File: config.mk
export PLATFORM = sky130hd
export DESIGN_NAME = jt1942_rom_arb_flat
export DESIGN_NICKNAME = d
export VERILOG_FILES = /design/src/rtl/jt1942_rom_arb_if.sv /design/src/rtl/jt1942_rom_arb.sv /design/src/flat_wrapper.sv
export SDC_FILE = /design/constraint.sdc
export NUM_CORES = 1
export LEC_CHECK = 0
export ABC_AREA = 1
export CAP_MARGIN = 20
export CELL_PAD_IN_SITES_DETAIL_PLACEMENT = 1
export CELL_PAD_IN_SITES_GLOBAL_PLACEMENT = 1
export CORE_ASPECT_RATIO = 1.5
export CORE_UTILIZATION = 35
export DETAILED_ROUTE_END_ITERATION = 10
export HOLD_SLACK_MARGIN = 0.1
export PLACE_DENSITY_LB_ADDON = 0.1
export SLEW_MARGIN = 0
export SYNTH_ARGS = -nofsm -noshare
export SYNTH_HDL_FRONTEND = slang
export SYNTH_SLANG_ARGS = --single-unit
File: constraint.sdc
create_clock -name clk -period 2.79 [get_ports clk]
set_input_delay 0.558 -clock clk [delete_from_list [all_inputs] [get_ports clk]]
set_output_delay 0.558 -clock clk [all_outputs]
set_load 0.01 [all_outputs]
File: src/rtl/jt1942_rom_arb_if.sv
// Requester/ROM bus of the 1942 ROM arbiter: per-requester request, address,
// completion and data slices, plus the shared ROM read port and busy flag.
interface jt1942_rom_arb_if #(
  parameter int NREQ = 4,
  parameter int AW   = 17,
  parameter int DW   = 16
);
  logic [NREQ-1:0]    req;
  logic [NREQ*AW-1:0] addr;
  logic [NREQ-1:0]    data_ok;
  logic [NREQ*DW-1:0] dout;
  logic [AW-1:0]      rom_addr;
  logic [DW-1:0]      rom_data;
  logic               busy;

  // Fetch units plus the ROM array side
  modport master (
    output req, addr, rom_data,
    input  data_ok, dout, rom_addr, busy
  );

  // Arbiter side
  modport slave (
    input  req, addr, rom_data,
    output data_ok, dout, rom_addr, busy
  );
endinterface

File: src/rtl/jt1942_rom_arb.sv
// Round-robin arbiter sharing one registered-read ROM port among NREQ fetch
// units. Each requester owns a data latch tagged with the address it holds,
// so re-reads of the same word complete combinationally. A ROM download
// cancels any access in flight and invalidates every latch.
module jt1942_rom_arb #(
  parameter int NREQ = 4,
  parameter int AW   = 17,
  parameter int DW   = 16,
  parameter int LAT  = 1
) (
  input  logic               clk,
  input  logic               rst_n,
  input  logic               downloading,
  jt1942_rom_arb_if.slave    bus
);
  localparam int IW = $clog2(NREQ);

  typedef enum logic {IDLE = 1'b0, WAIT = 1'b1} state_t;

  state_t          state_q, state_d;
  logic [AW-1:0]   rom_addr_q, rom_addr_d;
  logic            busy_q, busy_d;
  logic [1:0]      cnt_q, cnt_d;
  logic [IW-1:0]   last_q, last_d;
  logic [IW-1:0]   gnt_q, gnt_d;
  logic [NREQ-1:0] valid_q, valid_d;
  logic [AW-1:0]   tag_q  [NREQ];
  logic [AW-1:0]   tag_d  [NREQ];
  logic [DW-1:0]   dout_q [NREQ];
  logic [DW-1:0]   dout_d [NREQ];

  logic [AW-1:0]   addr_a [NREQ];
  logic [NREQ-1:0] hit;
  logic [NREQ-1:0] pend;
  logic            win_vld;
  logic [IW-1:0]   win;
  logic [IW-1:0]   idx;

  // Unpack addresses and find latches that already hold the requested word
  always_comb begin
    hit  = '0;
    pend = '0;
    for (int i = 0; i < NREQ; i++) begin
      addr_a[i] = bus.addr[i*AW +: AW];
      hit[i]    = bus.req[i] & valid_q[i] & ~downloading & (addr_a[i] == tag_q[i]);
      pend[i]   = bus.req[i] & ~hit[i];
    end
  end

  // Round-robin search starting just after the last granted requester
  always_comb begin
    win_vld = 1'b0;
    win     = '0;
    idx     = '0;
    for (int k = 1; k <= NREQ; k++) begin
      idx = IW'((int'(last_q) + k) % NREQ);
      if (!win_vld && pend[idx]) begin
        win_vld = 1'b1;
        win     = idx;
      end
    end
  end

  // Next-state logic: grant in IDLE, count down and capture in WAIT,
  // download overrides everything and drops all latches
  always_comb begin
    state_d    = state_q;
    rom_addr_d = rom_addr_q;
    busy_d     = busy_q;
    cnt_d      = cnt_q;
    last_d     = last_q;
    gnt_d      = gnt_q;
    valid_d    = valid_q;
    tag_d      = tag_q;
    dout_d     = dout_q;
    if (downloading) begin
      state_d = IDLE;
      busy_d  = 1'b0;
      valid_d = '0;
    end else begin
      case (state_q)
        IDLE: begin
          if (win_vld) begin
            state_d    = WAIT;
            rom_addr_d = addr_a[win];
            gnt_d      = win;
            last_d     = win;
            cnt_d      = 2'(LAT);
            busy_d     = 1'b1;
          end
        end
        WAIT: begin
          if (cnt_q == 2'd0) begin
            // Tag with the issued address so a requester that moved on
            // never sees a false completion
            dout_d[gnt_q]  = bus.rom_data;
            tag_d[gnt_q]   = rom_addr_q;
            valid_d[gnt_q] = 1'b1;
            busy_d         = 1'b0;
            state_d        = IDLE;
          end else begin
            cnt_d = cnt_q - 2'd1;
          end
        end
        default: state_d = IDLE;
      endcase
    end
  end

  // State and latch registers
  always_ff @(posedge clk or negedge rst_n) begin
    if (!rst_n) begin
      state_q    <= IDLE;
      rom_addr_q <= '0;
      busy_q     <= 1'b0;
      cnt_q      <= '0;
      last_q     <= IW'(NREQ - 1);
      gnt_q      <= '0;
      valid_q    <= '0;
      tag_q      <= '{default: '0};
      dout_q     <= '{default: '0};
    end else begin
      state_q    <= state_d;
      rom_addr_q <= rom_addr_d;
      busy_q     <= busy_d;
      cnt_q      <= cnt_d;
      last_q     <= last_d;
      gnt_q      <= gnt_d;
      valid_q    <= valid_d;
      tag_q      <= tag_d;
      dout_q     <= dout_d;
    end
  end

  assign bus.data_ok  = hit;
  assign bus.rom_addr = rom_addr_q;
  assign bus.busy     = busy_q;

  // Pack the per-requester latches onto the output bus
  always_comb begin
    bus.dout = '0;
    for (int i = 0; i < NREQ; i++) begin
      bus.dout[i*DW +: DW] = dout_q[i];
    end
  end
endmodule

File: src/flat_wrapper.sv
// flat-port wrapper written by rule: the top's interface ports become plain ports
module jt1942_rom_arb_flat 
#(
  parameter int NREQ = 4,
  parameter int AW   = 17,
  parameter int DW   = 16,
  parameter int LAT  = 1
)
  (clk, rst_n, downloading, bus_req, bus_addr, bus_rom_data, bus_data_ok, bus_dout, bus_rom_addr, bus_busy);
  jt1942_rom_arb_if #(.NREQ(NREQ), .AW(AW), .DW(DW)) bus_i ();
  input  logic clk;
  input  logic rst_n;
  input  logic downloading;
  input wire logic [$bits(bus_i.req)-1:0] bus_req;
  input wire logic [$bits(bus_i.addr)-1:0] bus_addr;
  input wire logic [$bits(bus_i.rom_data)-1:0] bus_rom_data;
  output wire logic [$bits(bus_i.data_ok)-1:0] bus_data_ok;
  output wire logic [$bits(bus_i.dout)-1:0] bus_dout;
  output wire logic [$bits(bus_i.rom_addr)-1:0] bus_rom_addr;
  output wire logic [$bits(bus_i.busy)-1:0] bus_busy;
  assign bus_i.req = bus_req;
  assign bus_i.addr = bus_addr;
  assign bus_i.rom_data = bus_rom_data;
  assign bus_data_ok = bus_i.data_ok;
  assign bus_dout = bus_i.dout;
  assign bus_rom_addr = bus_i.rom_addr;
  assign bus_busy = bus_i.busy;
  jt1942_rom_arb #(.NREQ(NREQ), .AW(AW), .DW(DW), .LAT(LAT)) u_core (.clk(clk), .rst_n(rst_n), .downloading(downloading), .bus(bus_i));
endmodule
After elaboration in Yosys (flattened, before gate mapping):

Cells that the tools add are included.

* reduce and logical (&&, ||, !) cells: 16
* $add $sub $neg: 5
* eq/ne operators: 8
* multiplexer cells: 41
* $lt $le $gt $ge: 9
* bitwise operators: 25

Operators with widths (count)
* $bwmux 68: 1
* $eq 17x17->1: 4
* $bwmux 64: 1
* $mux 17: 3
* $bmux 17 s2: 1
* $demux 17 s2: 1
* $demux 16 s2: 1
* $and 1x1->1: 16
* $mux 16: 1
* $lt 2x3->1 const B: 5
* $mux 1: 15
* $mux 2: 6
* $mux 4: 3
* $reduce_and 3->1: 3
* $bmux 1 s2: 4
* $ge 3x3->1 const B: 2
* $not 1->1: 6
* $not 2->3: 2
* $logic_and 1x1->1: 5
* $add 2x1->2 const B: 2
* $add 2x2->2 const B: 2
* $or 4x4->4: 1
* $pmux 1 s2: 2
* $pmux 2 s2: 1
* other kinds (12): 16

* input port bits: 91
* logic and storage cells: 119
* output and inout bits: 86
* flip-flop bits (word level): 161

Depth between registers and ports, before layout:

Gate-level depths: netlist of run 1.

* depth in word-level cells: 21
* mapped depth: 21
* depth with buffers taken out: 20

Worst setup path after synthesis of run 1:

No wires, ideal clock.

* path kind: input port to flip-flop
* start point: input port downloading
* end point: register u_core.rom_addr_q[12] (netlist: u_core.bus.rom_addr[12])
* data required time: 2.674 ns
* buffers on the path: 1
* stages on the path: 19
* slack: 0.566 ns
* library setup time: 0.116 ns
* data arrival time: 2.108 ns
* cell sequence: inv_2 -> nand3_1 -> nor2_1 -> nand2_1 -> nor2_2 -> nand3_2 -> nand3_1 -> nand2_1 -> nand2_1 -> nand2_1 -> nand2_1 -> nand2_1 -> nand2_2 -> buf_2 -> nand4_1 -> nand3_2 -> nand2_1 -> nand2_1 -> nand2_1

* word-level cells in the longest chain between the ends: 21
* elaborated cells between the ends (all ways): 44
* classes of those cells: mux (19); bitwise (18); reduce/logical (7)

Ends and longest elaborated chain
* start, declared: line flat_wrapper.sv:13 `input logic downloading;`
* $not 1->1 (no line) *
* $and 1x1->1 (2 in a row): line jt1942_rom_arb.sv:45 `hit[i] = bus.req[i] & valid_q[i] & ~downloading & (addr_a[i] == tag_q[i]);`
* $not 1->1: line jt1942_rom_arb.sv:46 `pend[i] = bus.req[i] & ~hit[i];`
* $and 1x1->1: line jt1942_rom_arb.sv:46
* $bmux 1 s2: line jt1942_rom_arb.sv:57 `if (!win_vld && pend[idx]) begin`
* $mux 1 (implied by the code): line jt1942_rom_arb.sv:57
* $mux 1: line jt1942_rom_arb.sv:57
* $logic_not 1->1: line jt1942_rom_arb.sv:57
* [3 not listed]
* $logic_and 1x1->1: line jt1942_rom_arb.sv:57
* $mux 1: line jt1942_rom_arb.sv:57
* $logic_not 1->1: line jt1942_rom_arb.sv:57
* $logic_and 1x1->1: line jt1942_rom_arb.sv:57
* $mux 2: line jt1942_rom_arb.sv:57
* $not 2->3 (implied by the code): line jt1942_rom_arb.sv:85 `rom_addr_d = addr_a[win];`
* $bmux 17 s2: line jt1942_rom_arb.sv:85
* $mux 17 (implied by the code) (2 in a row): line jt1942_rom_arb.sv:85
* end signal, assigned: line jt1942_rom_arb.sv:124 `rom_addr_q <= rom_addr_d;`
* end, declared: line jt1942_rom_arb.sv:21 `logic [AW-1:0] rom_addr_q, rom_addr_d;`

Every way passes the cells marked *; elsewhere a longest branch is shown, timed or not. The select of a mux whose other input is x is not followed.
A chain may end at the register's enable or synchronous reset.

Worst setup path after layout of run 1:

* start point: input port bus_addr[37]
* end point: register u_core.rom_addr_q[1] (netlist: u_core.bus.rom_addr[1])

* word-level cells in the longest chain between the ends: 20
* elaborated cells between the ends (all ways): 31
* classes of those cells: eq/ne (1); mux (19); bitwise (4); reduce/logical (7)

Ends and longest elaborated chain
* start, declared: line flat_wrapper.sv:15 `input wire logic [$bits(bus_i.addr)-1:0] bus_addr;`
* $eq 17x17->1 *: line jt1942_rom_arb.sv:45
* $and 1x1->1 *: line jt1942_rom_arb.sv:45
* $not 1->1 *: line jt1942_rom_arb.sv:46
* $and 1x1->1 *: line jt1942_rom_arb.sv:46
* $bmux 1 s2: line jt1942_rom_arb.sv:57
* $mux 1 (implied by the code): line jt1942_rom_arb.sv:57
* $mux 1: line jt1942_rom_arb.sv:57
* $logic_not 1->1: line jt1942_rom_arb.sv:57
* [3 not listed]
* $logic_and 1x1->1: line jt1942_rom_arb.sv:57
* $mux 1: line jt1942_rom_arb.sv:57
* $logic_not 1->1: line jt1942_rom_arb.sv:57
* $logic_and 1x1->1: line jt1942_rom_arb.sv:57
* $mux 2: line jt1942_rom_arb.sv:57
* $not 2->3 (implied by the code): line jt1942_rom_arb.sv:85
* $bmux 17 s2: line jt1942_rom_arb.sv:85
* $mux 17 (implied by the code) (2 in a row): line jt1942_rom_arb.sv:85

Marked as above.

==> results of run 1 <==
metrics by stage:
step           total power, uW  utilization
2_1_floorplan             8395            -
3_3_place_gp             11910       0.4981
3_5_place_dp             12140       0.4981
4_1_cts                  14790       0.5281
5_1_grt                  16820       0.5489
6_report                 15840       0.5489
kinds of logic after synthesis:
group	after synthesis	share of synthesized area
DFF	161	0.4757
and+or+nand+nor	636	0.3245
AOI/OAI and AO/OA	143	0.08475
buffers and inverters	205	0.09803
adders and majority gates	1	0.001476
xor gates and xnor gates	15	0.01550
layout make-up:
type                            instances  area share
Clock inverter                         12     0.01018
Multi-Input combinational cell        797      0.3073
Inverter                              159     0.04580
Timing Repair Buffer                  357      0.2616
Clock buffer                           20     0.03505
Tap cell                              319     0.03063
Sequential cell                       161      0.3094
metal layers:
layer / GRT usage / wire [um]
met1: 0.3085 / 13390
met4: 0.1511 / 1850
met3: 0.04186 / 1421
met2: 0.5412 / 18800
met5: 0 / 0
worst min path at each step:
stage                                                  to  slack [ps]
after global routing      u_core.bus.dout[18]$_DFFE_PN0P_         170
after detailed placement  u_core.bus.dout[61]$_DFFE_PN0P_         480
after global placement    u_core.bus.dout[57]$_DFFE_PN0P_         470
after CTS                 u_core.bus.dout[18]$_DFFE_PN0P_         150
after floorplan               u_core.bus.busy$_DFFE_PN0P_         260
final                      u_core.bus.dout[4]$_DFFE_PN0P_         110
power groups by stage:
stage	combinational, uW	sequential (uW)	clock [uW]
3_5_place_dp	7890	4250	0
4_1_cts	8110	4240	2440
5_1_grt	9920	4390	2510
6_report	9180	4280	2390
2_1_floorplan	4060	4340	0
3_3_place_gp	7700	4210	0
worst max-delay path, delay by kind of cell:
kind,cells,cell delay [ps]
xor gates and xnor gates,1,280
and+or+nand+nor,16,1600
buffers and inverters,2,690
state kept, by name (all words and copies together) (netlist names):
| signal | count |
|---|---|
| u_core.state_q | 1 |
| u_core.valid_q | 4 |
| u_core.last_q | 2 |
| u_core.bus.busy | 1 |
| u_core.bus.rom_addr | 17 |
| u_core.cnt_q | 2 |
| u_core.gnt_q | 2 |
| u_core.bus.dout | 64 |
| u_core.tag_q | 68 |
placed cells by master (no fill, tap or decap), types with 2 or more instances in the layout:
| cell | netlist | final |
|---|---|---|
| bufinv_16 | 0 | 2 |
| nor2_2 | 1 | 13 |
| nand3_1 | 74 | 56 |
| nand2_4 | 2 | 6 |
| o21ai_0 | 82 | 82 |
| nor2_1 | 101 | 88 |
| xnor2_1 | 15 | 9 |
| clkbuf_16 | 0 | 22 |
| nand3_2 | 5 | 18 |
| buf_2 | 8 | 3 |
| nor4_2 | 0 | 6 |
| dlygate4sd2_1 | 0 | 8 |
| clkdlybuf4s50_1 | 0 | 143 |
| nand2_2 | 4 | 21 |
| dfstp_2 | 2 | 2 |
| inv_6 | 0 | 2 |
| xnor2_2 | 0 | 6 |
| inv_1 | 156 | 152 |
| a21oi_1 | 56 | 56 |
| nor2_4 | 2 | 3 |
| nor3b_2 | 0 | 2 |
| buf_4 | 2 | 160 |
| inv_2 | 2 | 6 |
| buf_6 | 3 | 4 |
| nand2_1 | 379 | 360 |
| buf_12 | 0 | 13 |
| dfrtp_1 | 159 | 159 |
| nor3_2 | 0 | 4 |
| nand4_1 | 48 | 48 |
| nand3_4 | 1 | 6 |
| dlymetal6s2s_1 | 0 | 20 |
| clkinvlp_4 | 0 | 3 |
| o21ai_1 | 4 | 4 |
| clkinv_2 | 0 | 3 |
| clkbuf_8 | 1 | 2 |
| clkinv_4 | 0 | 2 |
timing repair:
item,4_1_cts,5_1_grt
resized for setup,45,86
gates cloned,0,8
pin swaps,8,31
buffers inserted,2,2
endpoints found under the setup margin,24,27
==> results.sh, run 1 <==
export IMPL_slew_headroom=0.5359
export IMPL_regArea_sq_um=4031
export IMPL_vdd_drop_max_mv=0.6865
export IMPL_slowest_delay_ps=480
export IMPL_nets=1585
export IMPL_synth_edf_count=0
export IMPL_hold_viol=0
export IMPL_path_clk_slew_ps=70
export IMPL_worst_r2r_cell_count=21
export IMPL_synth_common_cells="nand2_1 (379), dfrtp_1 (159), inv_1 (156), nor2_1 (101), o21ai_0 (82)"
export IMPL_cts_sinks=161
export IMPL_setup_worst_path_start="bus_addr[37]"
export IMPL_clockPowerShare=0.151
export IMPL_postSynth_topFlopCell="dfrtp_1"
export IMPL_worst_slew_pin_slew_ps=696.2
export IMPL_grt_max_degree=70
export IMPL_status="finished clean"
export IMPL_required_ps=3160
export IMPL_vias=9156
export IMPL_drt_antenna_violating_nets=0
export IMPL_yosysWarnings=0
export IMPL_multi_input_area_sq_um=4005
export IMPL_antenna_found_initial=0
export IMPL_skew_ps=7.119
export IMPL_hpwl_um=26080
export IMPL_grtUsageTotal=0.2884
export IMPL_synth_area_top_cells="dfrtp_1 (47%), nand2_1 (17%), inv_1 (6.9%)"
export IMPL_cts_buffers=17
export IMPL_maxCapViolCount=0
export IMPL_worstPathCellList="clkdlybuf4s50_1, xnor2_1, nand2_1, nor2_1, nand3_2, nand3_2, nand2_2, nand2_2, nand2_2, nand2_4, nand2_2, nand2_4, nand3_4, clkbuf_16, nand2_1, nand3_1, nand2_1, nand2_1, nand2_1"
export IMPL_die_w_um=129.1
export IMPL_crit_arrival_ps=3120
export IMPL_crit_slowest_cell="clkdlybuf4s50_1"
export IMPL_fmax_ghz=0.3643
export IMPL_cts_tree="done"
export IMPL_start_util=0.3569
export IMPL_critPathCaptureType="register"
export IMPL_r2r_setup_slack_ps=220
export IMPL_setup_viol=0
export IMPL_finalNonFillerCells=1825
export IMPL_avgViaCountPerCell=5.017
export IMPL_grt_pass1_wl_um=52700
export IMPL_gp_congestion=0.8856
export IMPL_min_period_over_period=0.9839
export IMPL_h_tree_depth=4
export IMPL_syn_nets=1253
export IMPL_synth_area_per_cell_sq_um=7.299
export IMPL_detail_route_wl_per_cell_um=19.43
export IMPL_die_h_um=192.6
export IMPL_min_path_type="in2async"
export IMPL_startpoint_type="primary input"
export IMPL_rows=69
export IMPL_slew_violations=0
export IMPL_yosys_area_top_type="dfrtp_1"
export IMPL_n_antenna_cell=0
export IMPL_period_needed_ps=2745
export IMPL_hold_buffers=0
export IMPL_p_comb_frac=0.579
export IMPL_core_sq_um=23740
export IMPL_drive_gt1_frac=0.2092
export IMPL_dp_slack_ps=-605.1
export IMPL_die_area_sq_um=24850
export IMPL_worst_path_most_repeated_cell="nand2_1"
export IMPL_placedCellCount=1781
export IMPL_p_int_uw=9037
export IMPL_design_area_sq_um=13030
export IMPL_drt_pass1_iter_count=4
export IMPL_area_growth_pct=53.77
export IMPL_seqPwrFrac=0.270
export IMPL_wl_um=35460
export IMPL_synth_area_sq_um=8474
export IMPL_hold_ws_ps=114.1
export IMPL_synth_most_common_cell="nand2_1"
export IMPL_cellLeakagePower_uw=0.006676
export IMPL_crit_end="u_core.bus.rom_addr[1]$_DFFE_PN0P_"
export IMPL_remaining_drc_errors=0
export IMPL_r2r_start="u_core.tag_q[50]$_DFFE_PN0P_"
export IMPL_grt_setup_unrepaired="true"
export IMPL_ios=177
export IMPL_ys_seq_area_frac=0.4757
export IMPL_cts_root_buf="clkbuf_16"
export IMPL_path_class="in2reg"
export IMPL_fin_tns_setup_ps=0
export IMPL_worstPathMaxFanout=6
export IMPL_reg2reg_to="u_core.bus.rom_addr[1]$_DFFE_PN0P_"
export IMPL_placed_cell_area_sq_um=11830
export IMPL_p_sw_uw=6804
export IMPL_netlist_area_leader_share=0.4695
export IMPL_port_buffers=176
export IMPL_powerDensity_nw_per_um2=1216
export IMPL_n_fill_cell=2905
export IMPL_clock_path_buffers=2
export IMPL_grt_overflow=0
export IMPL_synth_cells=1161
export IMPL_drt_iter0_drc=424
export IMPL_synth_cell_types=35
export IMPL_ys_seq_elements=161
export IMPL_async_flop_share=1.000
export IMPL_clk_latency_ps=430
export IMPL_setup_ws_ps=45.05
export IMPL_grt_pass1_vias=9512
export IMPL_switching_share=0.4295
Note: power is estimated with default switching activity, not from simulation.
==> inputs of run 2 (changes only) <==
--- a/config.mk
+++ b/config.mk
@@ -7,13 +7,10 @@
 export LEC_CHECK = 0
 export ABC_AREA = 1
 export CAP_MARGIN = 20
-export CELL_PAD_IN_SITES_DETAIL_PLACEMENT = 1
-export CELL_PAD_IN_SITES_GLOBAL_PLACEMENT = 1
 export CORE_ASPECT_RATIO = 1.5
 export CORE_UTILIZATION = 35
 export DETAILED_ROUTE_END_ITERATION = 10
 export HOLD_SLACK_MARGIN = 0.1
-export PLACE_DENSITY_LB_ADDON = 0.1
 export SLEW_MARGIN = 0
 export SYNTH_ARGS = -nofsm -noshare
 export SYNTH_HDL_FRONTEND = slang
==> run 2 against run 1 <==
Compared with the run above:
- first-iteration DRC count grew 19%
- global-route usage shrank 2.6 points
- critical path depth shrank 1
- critical path type unchanged
- highest routed layer unchanged
==> results.sh, run 2 (synthesized netlist as in run 1, its figures left out) <==
export IMPL_status="finished clean"
export IMPL_finalNonFillerCells=1798
export IMPL_worst_slew_pin_slew_ps=579.1
export IMPL_cts_sinks=161
export IMPL_die_h_um=192.6
export IMPL_reg2reg_to="u_core.bus.rom_addr[0]$_DFFE_PN0P_"
export IMPL_utilization=0.5389
export IMPL_path_class="in2reg"
export IMPL_final_cell_mix="nand2_1 (364), dfrtp_1 (159), inv_1 (152)"
export IMPL_die_area_sq_um=24850
export IMPL_clk_latency_ps=440
export IMPL_hpwl_um=23120
export IMPL_h_tree_depth=4
export IMPL_grtUsageTotal=0.2625
export IMPL_min_path_type="in2async"
export IMPL_worstPathMaxFanout=8
export IMPL_slew_violations=0
export IMPL_period_needed_ps=2751
export IMPL_vias=8711
export IMPL_antenna_found_initial=0
export IMPL_core_sq_um=23740
export IMPL_maxCapViolCount=0
export IMPL_cts_tree="done"
export IMPL_grt_overflow=0
export IMPL_avgViaCountPerCell=4.845
export IMPL_area_growth_pct=50.98
export IMPL_port_buffers=176
export IMPL_crit_arrival_ps=3080
export IMPL_worst_r2r_cell_count=18
export IMPL_critPathCaptureType="register"
export IMPL_drt_iter0_drc=505
export IMPL_cts_buffers=17
export IMPL_grt_pass1_vias=8607
export IMPL_slew_headroom=0.6139
export IMPL_r2r_setup_slack_ps=220
export IMPL_clock_path_buffers=2
export IMPL_placedCellCount=1756
export IMPL_start_util=0.3569
export IMPL_powerDensity_nw_per_um2=1200
export IMPL_rows=69
export IMPL_cts_root_buf="clkbuf_16"
export IMPL_r2r_start="u_core.tag_q[30]$_DFFE_PN0P_"
export IMPL_gp_congestion=0.9321
export IMPL_largest_reg_flops=68
export IMPL_hold_buffers=0
export IMPL_hold_viol=0
export IMPL_grt_pass1_wl_um=47320
export IMPL_setup_viol=0
export IMPL_nets=1559
export IMPL_skew_ps=12.28
export IMPL_drive_gt1_frac=0.1934
export IMPL_remaining_drc_errors=0
export IMPL_n_antenna_cell=0
export IMPL_drt_pass1_iter_count=5
export IMPL_ios=177
export IMPL_grt_max_degree=68
export IMPL_drt_antenna_violating_nets=0
export IMPL_cellLeakagePower_uw=0.006628
export IMPL_grt_setup_unrepaired="true"
export IMPL_path_clk_slew_ps=70
export IMPL_largest_register="u_core.tag_q"
export IMPL_min_period_over_period=0.9859
export IMPL_required_ps=3120
export IMPL_vdd_drop_max_mv=0.7260
export IMPL_startpoint_type="primary input"
export IMPL_final_common_cell="nand2_1"
export IMPL_fmax_ghz=0.3635
export IMPL_wl_um=31260
export IMPL_detail_route_wl_per_cell_um=17.38
export IMPL_die_w_um=129.1
==> run 2: critical path: stages <==
cell             delay, ps
clkdlybuf4s50_1        520
xnor2_2                250
nand3_1                110
nor2_1                 160
nand3_2                170
nand3_2                120
nand3_1                 90
nand2_2                130
nand2_2                110
nand2_2                110
nand2_4                 80
nand3_4                200
buf_12                 140
nand2_1                 70
nand3_1                 90
nand2_1                 60
nand2_1                 70
nand2_1                 50
==> run 2: how the worst max path moves through the flow <==
| stage | startpoint | to | slack (ps) | depth (start not counted) |
|---|---|---|---|---|
| final | bus_addr[30] | u_core.bus.rom_addr[0]$_DFFE_PN0P_ | 40 | 18 |
| after global routing | bus_addr[30] | u_core.bus.rom_addr[0]$_DFFE_PN0P_ | -70 | 19 |
| after CTS | downloading | bus_data_ok[0] | 7 | 8 |
| after detailed placement | bus_addr[47] | bus_data_ok[2] | -550 | 8 |
| after global placement | bus_addr[47] | bus_data_ok[2] | -620 | 8 |
| after floorplan | downloading | u_core.bus.rom_addr[12]$_DFFE_PN0P_ | 570 | 19 |
==> run 2: cell type report <==
cell class,count,area (sq um)
Fill cell,2281,10950
Inverter,159,596.8
Tap cell,319,399.1
Multi-Input combinational cell,797,3981
Timing Repair Buffer,331,3184
Clock inverter,11,155.1
Clock buffer,20,446.7
Sequential cell,161,4031
==> run 2: timing repair <==
item                                    in CTS  in global routing
buffers inserted                             1                  6
endpoints found under the setup margin       4                 27
resized for setup                           34                 96
pin swaps                                    8                 30
gates cloned                                 0                  6
==> run 2: layer usage <==
layer	global-route usage	wire, um	vias up
li1	-	-	4288
met1	0.2917	11790	4045
met2	0.4568	15840	294
met3	0.05268	1747	84
met4	0.1647	1873	0
met5	0	0	-
==> run 2: report_power, final <==
part	switching (uW)	internal (uW)
clock	1020	1440
combinational	4670	3980
sequential	786	3450
total	6480	8870
==> run 2: metrics by stage <==
step / setup slack, ps / total power [uW] / hold WS [ps] / setup TNS [ps] / cell area [sq um]
after floorplan: 565.6 / 8395 / 262.4 / 0 / 8474
after global placement: -624.4 / 11770 / 464.4 / -11270 / 11640
after detailed placement: -553.0 / 11820 / 471.9 / -10300 / 11640
after CTS: 7.033 / 14410 / 109.6 / 0 / 12300
after global routing: -65.29 / 16490 / 125.7 / -621.7 / 12790
final: 39.26 / 15360 / 91.96 / 0 / 12790
